==> src/rtl/seq_det_stream_ctrl.sv <==
// Word-to-serial feeder for a bit-serial pattern detector. Words are shifted out MSB-first with
// programmable idle gaps, and detector hits are counted per word and in total.
module seq_det_stream_ctrl #(
  parameter int WORD_W  = 8,
  parameter int GAP_CYC = 1,
  parameter int CNT_W   = 8
) (
  input  logic              clk,
  input  logic              rst,
  input  logic              in_valid,
  input  logic [WORD_W-1:0] in_data,
  output logic              in_ready,
  input  logic              clear,
  output logic              det_valid,
  output logic              det_data,
  output logic              det_rst,
  input  logic              det_hit,
  output logic              busy,
  output logic              word_done,
  output logic [CNT_W-1:0]  word_hits,
  output logic [CNT_W-1:0]  total_hits
);

  localparam int IW = $clog2(WORD_W);
  localparam int GW = 4;

  typedef enum logic [2:0] {IDLE, SHIFT, GAP, DRAIN, DONE} state_e;

  state_e            state_q, state_d;
  logic [WORD_W-1:0] shreg_q, shreg_d;
  logic [IW-1:0]     bit_idx_q, bit_idx_d;
  logic [GW-1:0]     gap_cnt_q, gap_cnt_d;
  logic              last_q, last_d;
  logic              hit_win_q, hit_win_d;
  logic              det_valid_q, det_valid_d;
  logic              det_data_q, det_data_d;
  logic              det_rst_q, det_rst_d;
  logic              in_ready_q, in_ready_d;
  logic              busy_q, busy_d;
  logic              word_done_q, word_done_d;
  logic [CNT_W-1:0]  word_hits_q, word_hits_d;
  logic [CNT_W-1:0]  total_hits_q, total_hits_d;

  always_comb begin
    state_d      = state_q;
    shreg_d      = shreg_q;
    bit_idx_d    = bit_idx_q;
    gap_cnt_d    = gap_cnt_q;
    last_d       = last_q;
    word_hits_d  = word_hits_q;
    total_hits_d = total_hits_q;

    // hit_win_q marks the cycle in which the detector's response to our last bit is visible
    if (hit_win_q && det_hit) begin
      if (word_hits_q != '1)  word_hits_d  = word_hits_q + CNT_W'(1);
      if (total_hits_q != '1) total_hits_d = total_hits_q + CNT_W'(1);
    end

    case (state_q)
      IDLE: begin
        if (in_valid && in_ready_q) begin
          shreg_d     = in_data;
          bit_idx_d   = IW'(WORD_W - 1);
          last_d      = 1'b0;
          word_hits_d = '0;
          state_d     = SHIFT;
        end
      end
      SHIFT: begin
        shreg_d = shreg_q << 1;
        last_d  = (bit_idx_q == '0);
        if (bit_idx_q != '0) bit_idx_d = bit_idx_q - IW'(1);
        if (GAP_CYC > 0) begin
          state_d   = GAP;
          gap_cnt_d = GW'(GAP_CYC - 1);
        end else if (bit_idx_q == '0) begin
          state_d = DRAIN;
        end else begin
          state_d = SHIFT;
        end
      end
      GAP: begin
        if (gap_cnt_q == '0) state_d = last_q ? DRAIN : SHIFT;
        else                 gap_cnt_d = gap_cnt_q - GW'(1);
      end
      DRAIN:   state_d = DONE;
      DONE:    state_d = IDLE;
      default: state_d = IDLE;
    endcase

    // clear wins over everything, including a same-edge accept
    if (clear) begin
      state_d      = IDLE;
      word_hits_d  = '0;
      total_hits_d = '0;
    end

    hit_win_d   = det_valid_q && !clear;
    det_valid_d = (state_d == SHIFT);
    det_data_d  = det_valid_d && shreg_d[WORD_W-1];
    det_rst_d   = clear;
    in_ready_d  = (state_d == IDLE) && !clear;
    busy_d      = (state_d != IDLE);
    word_done_d = (state_d == DONE);
  end

  always_ff @(posedge clk or negedge rst) begin
    if (!rst) begin
      state_q      <= IDLE;
      shreg_q      <= '0;
      bit_idx_q    <= '0;
      gap_cnt_q    <= '0;
      last_q       <= 1'b0;
      hit_win_q    <= 1'b0;
      det_valid_q  <= 1'b0;
      det_data_q   <= 1'b0;
      det_rst_q    <= 1'b1;
      in_ready_q   <= 1'b0;
      busy_q       <= 1'b0;
      word_done_q  <= 1'b0;
      word_hits_q  <= '0;
      total_hits_q <= '0;
    end else begin
      state_q      <= state_d;
      shreg_q      <= shreg_d;
      bit_idx_q    <= bit_idx_d;
      gap_cnt_q    <= gap_cnt_d;
      last_q       <= last_d;
      hit_win_q    <= hit_win_d;
      det_valid_q  <= det_valid_d;
      det_data_q   <= det_data_d;
      det_rst_q    <= det_rst_d;
      in_ready_q   <= in_ready_d;
      busy_q       <= busy_d;
      word_done_q  <= word_done_d;
      word_hits_q  <= word_hits_d;
      total_hits_q <= total_hits_d;
    end
  end

  assign in_ready   = in_ready_q;
  assign det_valid  = det_valid_q;
  assign det_data   = det_data_q;
  assign det_rst    = det_rst_q;
  assign busy       = busy_q;
  assign word_done  = word_done_q;
  assign word_hits  = word_hits_q;
  assign total_hits = total_hits_q;

endmodule

==> config.mk <==
export PLATFORM = sky130hd
export DESIGN_NAME = seq_det_stream_ctrl
export DESIGN_NICKNAME = d
export VERILOG_FILES = /design/src/rtl/seq_det_stream_ctrl.sv
export SDC_FILE = /design/constraint.sdc
export NUM_CORES = 1
export LEC_CHECK = 0
export ABC_AREA = 1
export ABC_CLOCK_PERIOD_IN_PS = 2200
export CELL_PAD_IN_SITES_DETAIL_PLACEMENT = 2
export CELL_PAD_IN_SITES_GLOBAL_PLACEMENT = 2
export CORE_MARGIN = 2
export CORE_UTILIZATION = 33
export DETAILED_ROUTE_END_ITERATION = 10
export PLACE_DENSITY_LB_ADDON = 0.1
export REMOVE_ABC_BUFFERS = 1
export SLEW_MARGIN = 20
export SYNTH_ARGS = -nofsm -noshare
export SYNTH_HDL_FRONTEND = slang
export SYNTH_SLANG_ARGS = --single-unit
==> constraint.sdc <==
create_clock -name clk -period 2.2 [get_ports clk]
set_input_delay 0.44 -clock clk [delete_from_list [all_inputs] [get_ports clk]]
set_output_delay 0.44 -clock clk [all_outputs]
set_load 0.005 [all_outputs]
==> flow_summary.yaml, run 1 <==
detailed_routing:
  vias: 1844
  route.detailed.drc: 0
  vias_per_cell: 4.87
  drtIter0Drc: 50
  wirelength_um: 5320
  wl_per_cell_um: 14.0
  firstDrtPassIters: 4
  ant_nets: 0
placed_design:
  io_buffers: 34
  hpwl_um: 4180
  dpl_cell_area_um2: 2580
  routabilityCongestion: 0.766
  dp_slack_ps: 370
yosys:
  ys_seq_area_share_pct: 49.3
  syn_area_per_cell_um2: 8.25
  synth_area_um2: 2140
  synth_cell_types: 29
  yosysWarnings: 0
  ys_seq_elements: 42
  syn_inst: 259
cts:
  htree_levels: 2
  ctsResizeCount: 0
  clk_latency_ps: 310
  cts_sinks: 42
  clockBufferDepth: 2
  hold_buffers: 0
  cts_tree: "built"
  cts_buffers: 5
  path_clk_slew_ps: 100
  postCtsSetupRepairBufs: 0
  cts_root_buffer: "clkbuf_8"
pwr:
  power.density_nw_per_um2: 625
  p_leak_uw: 0.00135
  peakVddDrop_uv: 336
critical_path:
  worst-path-buf-inv: 1
  cp_slowest_cell: "clkdlybuf4s50_1"
  slowest_delay_ps: 540
  crit_chain: "clkdlybuf4s50_1"
  required_ps: 1760
  cp-start-kind: "flop"
  worstSetupEndpointType: "primary output"
  worstPathArrival_ps: 1320
  crit_type: "flop to primary output"
  critPathTopFamily: "buffers and inverters"
  cp_max_fo: 5
sta:
  timing.final.crit_share_pct: 79.8
  hold_viol_final: 0
  final_max_slew_viol_count: 0
  max_slew_margin_pct: 65.5
  period_needed_ps: 1760
  tightestPinTransition_ps: 518
  skew_ps: 10.6
  final-setup-viol-count: 0
  finalSetupTns_ps: 0
  rsz0062_at_grt: "no"
  fmax_mhz: 569
  fin_ws_ps: 444
floorplan:
  io_pins: 35
  dieArea_um2: 7130
  initial_core_util_pct: 33.8
  rows: 29
  core_area_um2: 6310
  dieHeight_um: 84.5
  die_w_um: 84.5
grt:
  grt_use_total_pct: 16.6
  antenna_found_initial: 0
  overflow: 0
  grt_pass1_wl_um: 9460
  grt_pass1_vias: 1998
  grt_max_degree: 24
layout:
  drive_gt1_share_pct: 13.9
  synthToLayoutAreaGrowth_pct: 25.1
  final_area_um2: 2670
  seqCellArea_um2: 1050
  nNetsFinal: 319
  diodes: 0
  mostFrequentLayoutCell: "nand2_1"
  multi_input_area_um2: 922
  nFillCells: 736
  mostFrequentLayoutCells: "nand2_1, dfrtp_1, inv_1, clkdlybuf4s50_1, nor2_1"
worst_hold_path:
  worstHoldPathType: "primary input to asynchronous set/reset pin"
run:
  max_cap_viol_count: 0
outcome:
  run_status: "finished clean"
final cells by class:
type	count	share of cell area, %
clock inverters	3	0.983
well taps	77	3.60
repair buffers	36	13.1
multi-input cells	175	34.5
inverters	41	5.85
clock buffers	5	2.57
flip-flops and latches	42	39.4
synth_stat cells:
cell type | count | share of area, %
inv_1 | 33 | 5.8
a21oi_1 | 6 | 1.4
nor2_2 | 4 | 1.2
xor2_1 | 4 | 1.6
buf_2 | 1 | 0.23
nor3b_2 | 1 | 0.59
o21a_1 | 1 | 0.35
o21ai_0 | 6 | 1.4
nand2_1 | 67 | 12
a21oi_4 | 1 | 0.76
nor4_1 | 1 | 0.29
nor2_4 | 3 | 1.6
nand3b_1 | 2 | 0.70
xnor2_1 | 1 | 0.41
o21ai_1 | 4 | 0.94
ha_1 | 5 | 2.9
inv_2 | 7 | 1.2
nand3_2 | 1 | 0.47
a22o_1 | 1 | 0.41
o21ai_2 | 3 | 1.2
a22oi_1 | 5 | 1.8
nand4_1 | 6 | 1.8
inv_4 | 1 | 0.29
nor2_1 | 23 | 4.0
nand2_2 | 9 | 2.6
nor3_1 | 2 | 0.47
dfstp_2 | 1 | 1.2
nand3_1 | 19 | 4.5
dfrtp_1 | 41 | 48
cells by family (layout without fill, tap and decap cells):
family / after synthesis / count (layout) / synth area share (%)
compound gates: 27 / 27 / 8.26
flops: 42 / 42 / 49.3
fa+ha+maj: 5 / 5 / 2.93
buf+inv: 42 / 85 / 7.56
simple gates: 138 / 138 / 29.9
xor+xnor: 5 / 5 / 2.05
sequential cells by signal, indices dropped and copies added (netlist names):
signal / flops
busy: 1
total_hits: 8
shreg_q: 8
det_rst: 1
last_q: 1
state_q: 3
word_done: 1
det_data: 1
in_ready: 1
det_valid: 1
word_hits: 8
bit_idx_q: 3
hit_win_q: 1
gap_cnt_q: 4
metrics by stage:
step | util (%) | instances | total power (uW) | hold WS, ps
finish | 42.3 | 379 | 1670 | 88.6
global route | 42.3 | 379 | 1770 | 111
CTS | 42.3 | 379 | 1700 | 104
detailed placement | 40.8 | 371 | 1130 | 455
global placement | 40.8 | 371 | 1120 | 448
floorplan | - | 258 | 1020 | 144
where the power goes:
group	leakage (uW)	switching, uW	internal (uW)	total, uW
logic	0.000745	133	93.0	226
registers	0.000555	39.1	842	882
clock network	0.0000495	326	236	562
worst paths after layout:
check	start	endpoint	slack, ps	depth (start not counted)
hold / removal	rst	shreg_q[0]	90	1
setup reg to reg	total_hits[0]	total_hits[4]	660	7
min in group clk	shreg_q[7]	shreg_q[7]	490	2
setup / recovery	total_hits[3]	total_hits[3]	440	1
max in group asynchronous	rst	det_rst	1460	2
hold reg to reg	shreg_q[7]	shreg_q[7]	490	2
layer usage:
| layer | vias up | global-route usage, % | share of wire [%] |
|---|---|---|---|
| li1 | 899 | - | - |
| met3 | 6 | 3.24 | 2.7 |
| met1 | 913 | 21.2 | 45 |
| met4 | 0 | 5.19 | 1.2 |
| met2 | 26 | 28.4 | 51 |
| met5 | - | 0 | 0 |
Power figures use the tool's default switching activity.
==> run 2: changes to the inputs <==
Settings changed: ABC_CLOCK_PERIOD_IN_PS 2200 to 1700, CORE_UTILIZATION 33 to 31.
Clock period 2.2 ns to 1.7 ns, I/O delays scaled along.
==> run 2 against run 1 <==
  * Sequential power up 29%
  * Sequential share of layout area decreased by 0.27 points
  * Clock power up 15%
  * Via count down 0.70%
  * Non-clock buffer count is 1 higher
  * Clock skew fell by 7.9 ps
  * Final area increased by 0.70%
  * Global-route usage is 1.5 points lower
  * Clock-buffer cell count did not move
  * Flip-flop and latch count unchanged
  * Hold slack worse by 75 ps
  * Setup slack got worse by 400 ps
  * Largest power group unchanged
  * Highest routed layer unchanged
==> flow_summary.yaml, run 2 (synthesis gave the netlist of run 1 again) <==
outcome:
  run_status: "finished clean"
cts:
  ctsResizeCount: 0
  clockBufferDepth: 2
  postCtsSetupRepairBufs: 0
  hold_buffers: 0
  clk_latency_ps: 290
  path_clk_slew_ps: 80
  cts_tree: "built"
  cts_root_buffer: "clkbuf_8"
  cts_buffers: 5
  cts_sinks: 42
  htree_levels: 2
grt:
  grt-busiest-layer: "met2"
  grt_util_met1_pct: 19.3
  antenna_found_initial: 0
  grt_max_degree: 43
  overflow: 0
  grt_use_met2_pct: 26.2
  use_met3_pct: 2.65
  grt_pass1_wl_um: 9050
  grt_pass1_vias: 1937
  grt_use_total_pct: 15.1
floorplan:
  dieHeight_um: 87.0
  dieArea_um2: 7570
  die_w_um: 87.0
  io_pins: 35
  core_area_um2: 6720
  rows: 30
  initial_core_util_pct: 31.8
sta:
  final-setup-viol-count: 0
  timing.final.crit_share_pct: 97.4
  max_slew_margin_pct: 76.7
  skew_ps: 2.78
  hold_viol_final: 0
  final_max_slew_viol_count: 0
  fmax_mhz: 604
  period_needed_ps: 1650
  fin_ws_ps: 45.0
  tightestPinTransition_ps: 349
  rsz0062_at_grt: "no"
  finalSetupTns_ps: 0
layout:
  final_area_um2: 2690
  diodes: 0
  mostFrequentLayoutCells: "nand2_1, dfrtp_1, inv_1, clkdlybuf4s50_1, nor2_1"
  mostFrequentLayoutCell: "nand2_1"
  drive_gt1_share_pct: 14.2
  nFillCells: 788
  nNetsFinal: 320
  synthToLayoutAreaGrowth_pct: 26.0
  final_cells: 383
pwr:
  combPwrFrac_pct: 14.1
  p_leak_uw: 0.00135
  seq_power_share_pct: 54.8
  switching_share_pct: 27.8
  p_int_uw: 1500
  power.density_nw_per_um2: 773
  peakVddDrop_uv: 449
  power_uw: 2080
  p_sw_uw: 578
  clockPowerShare_pct: 31.1
critical_path:
  worst-path-buf-inv: 1
  crit_cells: 1
  critPathTopFamily: "flip-flops"
  cp_slowest_cell: "dfstp_2"
  required_ps: 1360
  crit_type: "flop to primary output"
  r2r_cells: 8
  worstSetupEndpointType: "primary output"
  slowest_delay_ps: 530
  cp-startpoint: "det_rst"
  reg2reg_setup_slack_ps: 150
  r2r_end: "total_hits[3]"
  cp-start-kind: "flop"
  endpoint: "det_rst"
  crit_chain: "clkdlybuf4s50_1"
  worstPathArrival_ps: 1310
  r2r_start: "total_hits[0]"
  cp_max_fo: 1
worst_hold_path:
  worstHoldPathType: "primary input to asynchronous set/reset pin"
placed_design:
  dp_slack_ps: 16.5
  routabilityCongestion: 0.708
  dp.cells: 375
  io_buffers: 34
  dpl_cell_area_um2: 2600
  hpwl_um: 4050
detailed_routing:
  wl_per_cell_um: 13.6
  drtIter0Drc: 37
  firstDrtPassIters: 2
  vias: 1831
  route.detailed.drc: 0
  vias_per_cell: 4.78
  ant_nets: 0
  wirelength_um: 5200
run:
  max_cap_viol_count: 0
[run 2: cell count changes in the layout (fill, tap and decap cells not counted)]
cell and delta:
buf_12 +1, clkinv_2 +1, clkinv_4 +1, clkinvlp_4 +1, inv_6 -3
[run 2: layer usage]
layer,part of all wire (%),vias to the layer above
met5,0,-
met4,0.83,0
met3,2.9,4
met2,52,25
met1,45,897
li1,-,905
[run 2: how the worst min path moves through the flow]
stage          cells after the start  from  slack [ps]      endpoint
4_1_cts                            2   rst          10  gap_cnt_q[0]
2_1_floorplan                      0   rst          40  bit_idx_q[0]
3_3_place_gp                       2   rst         340  word_hits[5]
3_5_place_dp                       2   rst         340  word_hits[6]
6_report                           2   rst          10  word_hits[6]
5_1_grt                            2   rst          20  word_hits[6]
[run 2: area by class of cell]
cell class                 count  area [um2]  share of cell area, %
timing repair buffer          37         370                   13.8
multi-input combinational    175         922                   34.3
clock buffer                   5        68.8                   2.56
sequential                    42        1050                   39.1
tap                           80         100                   3.72
clock inverter                 3        21.3                  0.790
inverter                      41         156                   5.81
[run 2: power by group through the flow]
stage	sequential (uW)	combinational [uW]	clock (uW)
floorplan	1150	170	0
global placement	1160	297	0
finish	1140	293	647
CTS	1140	306	692
global route	1150	346	709
detailed placement	1160	304	0
[run 2: per-stage QoR]
| stage | util (%) | hold slack (ps) |
|---|---|---|
| floorplan | - | 44.4 |
| global placement | 38.7 | 340 |
| detailed placement | 38.7 | 339 |
| CTS | 40.1 | 12.0 |
| global route | 40.1 | 22.0 |
| finish | 40.1 | 13.8 |
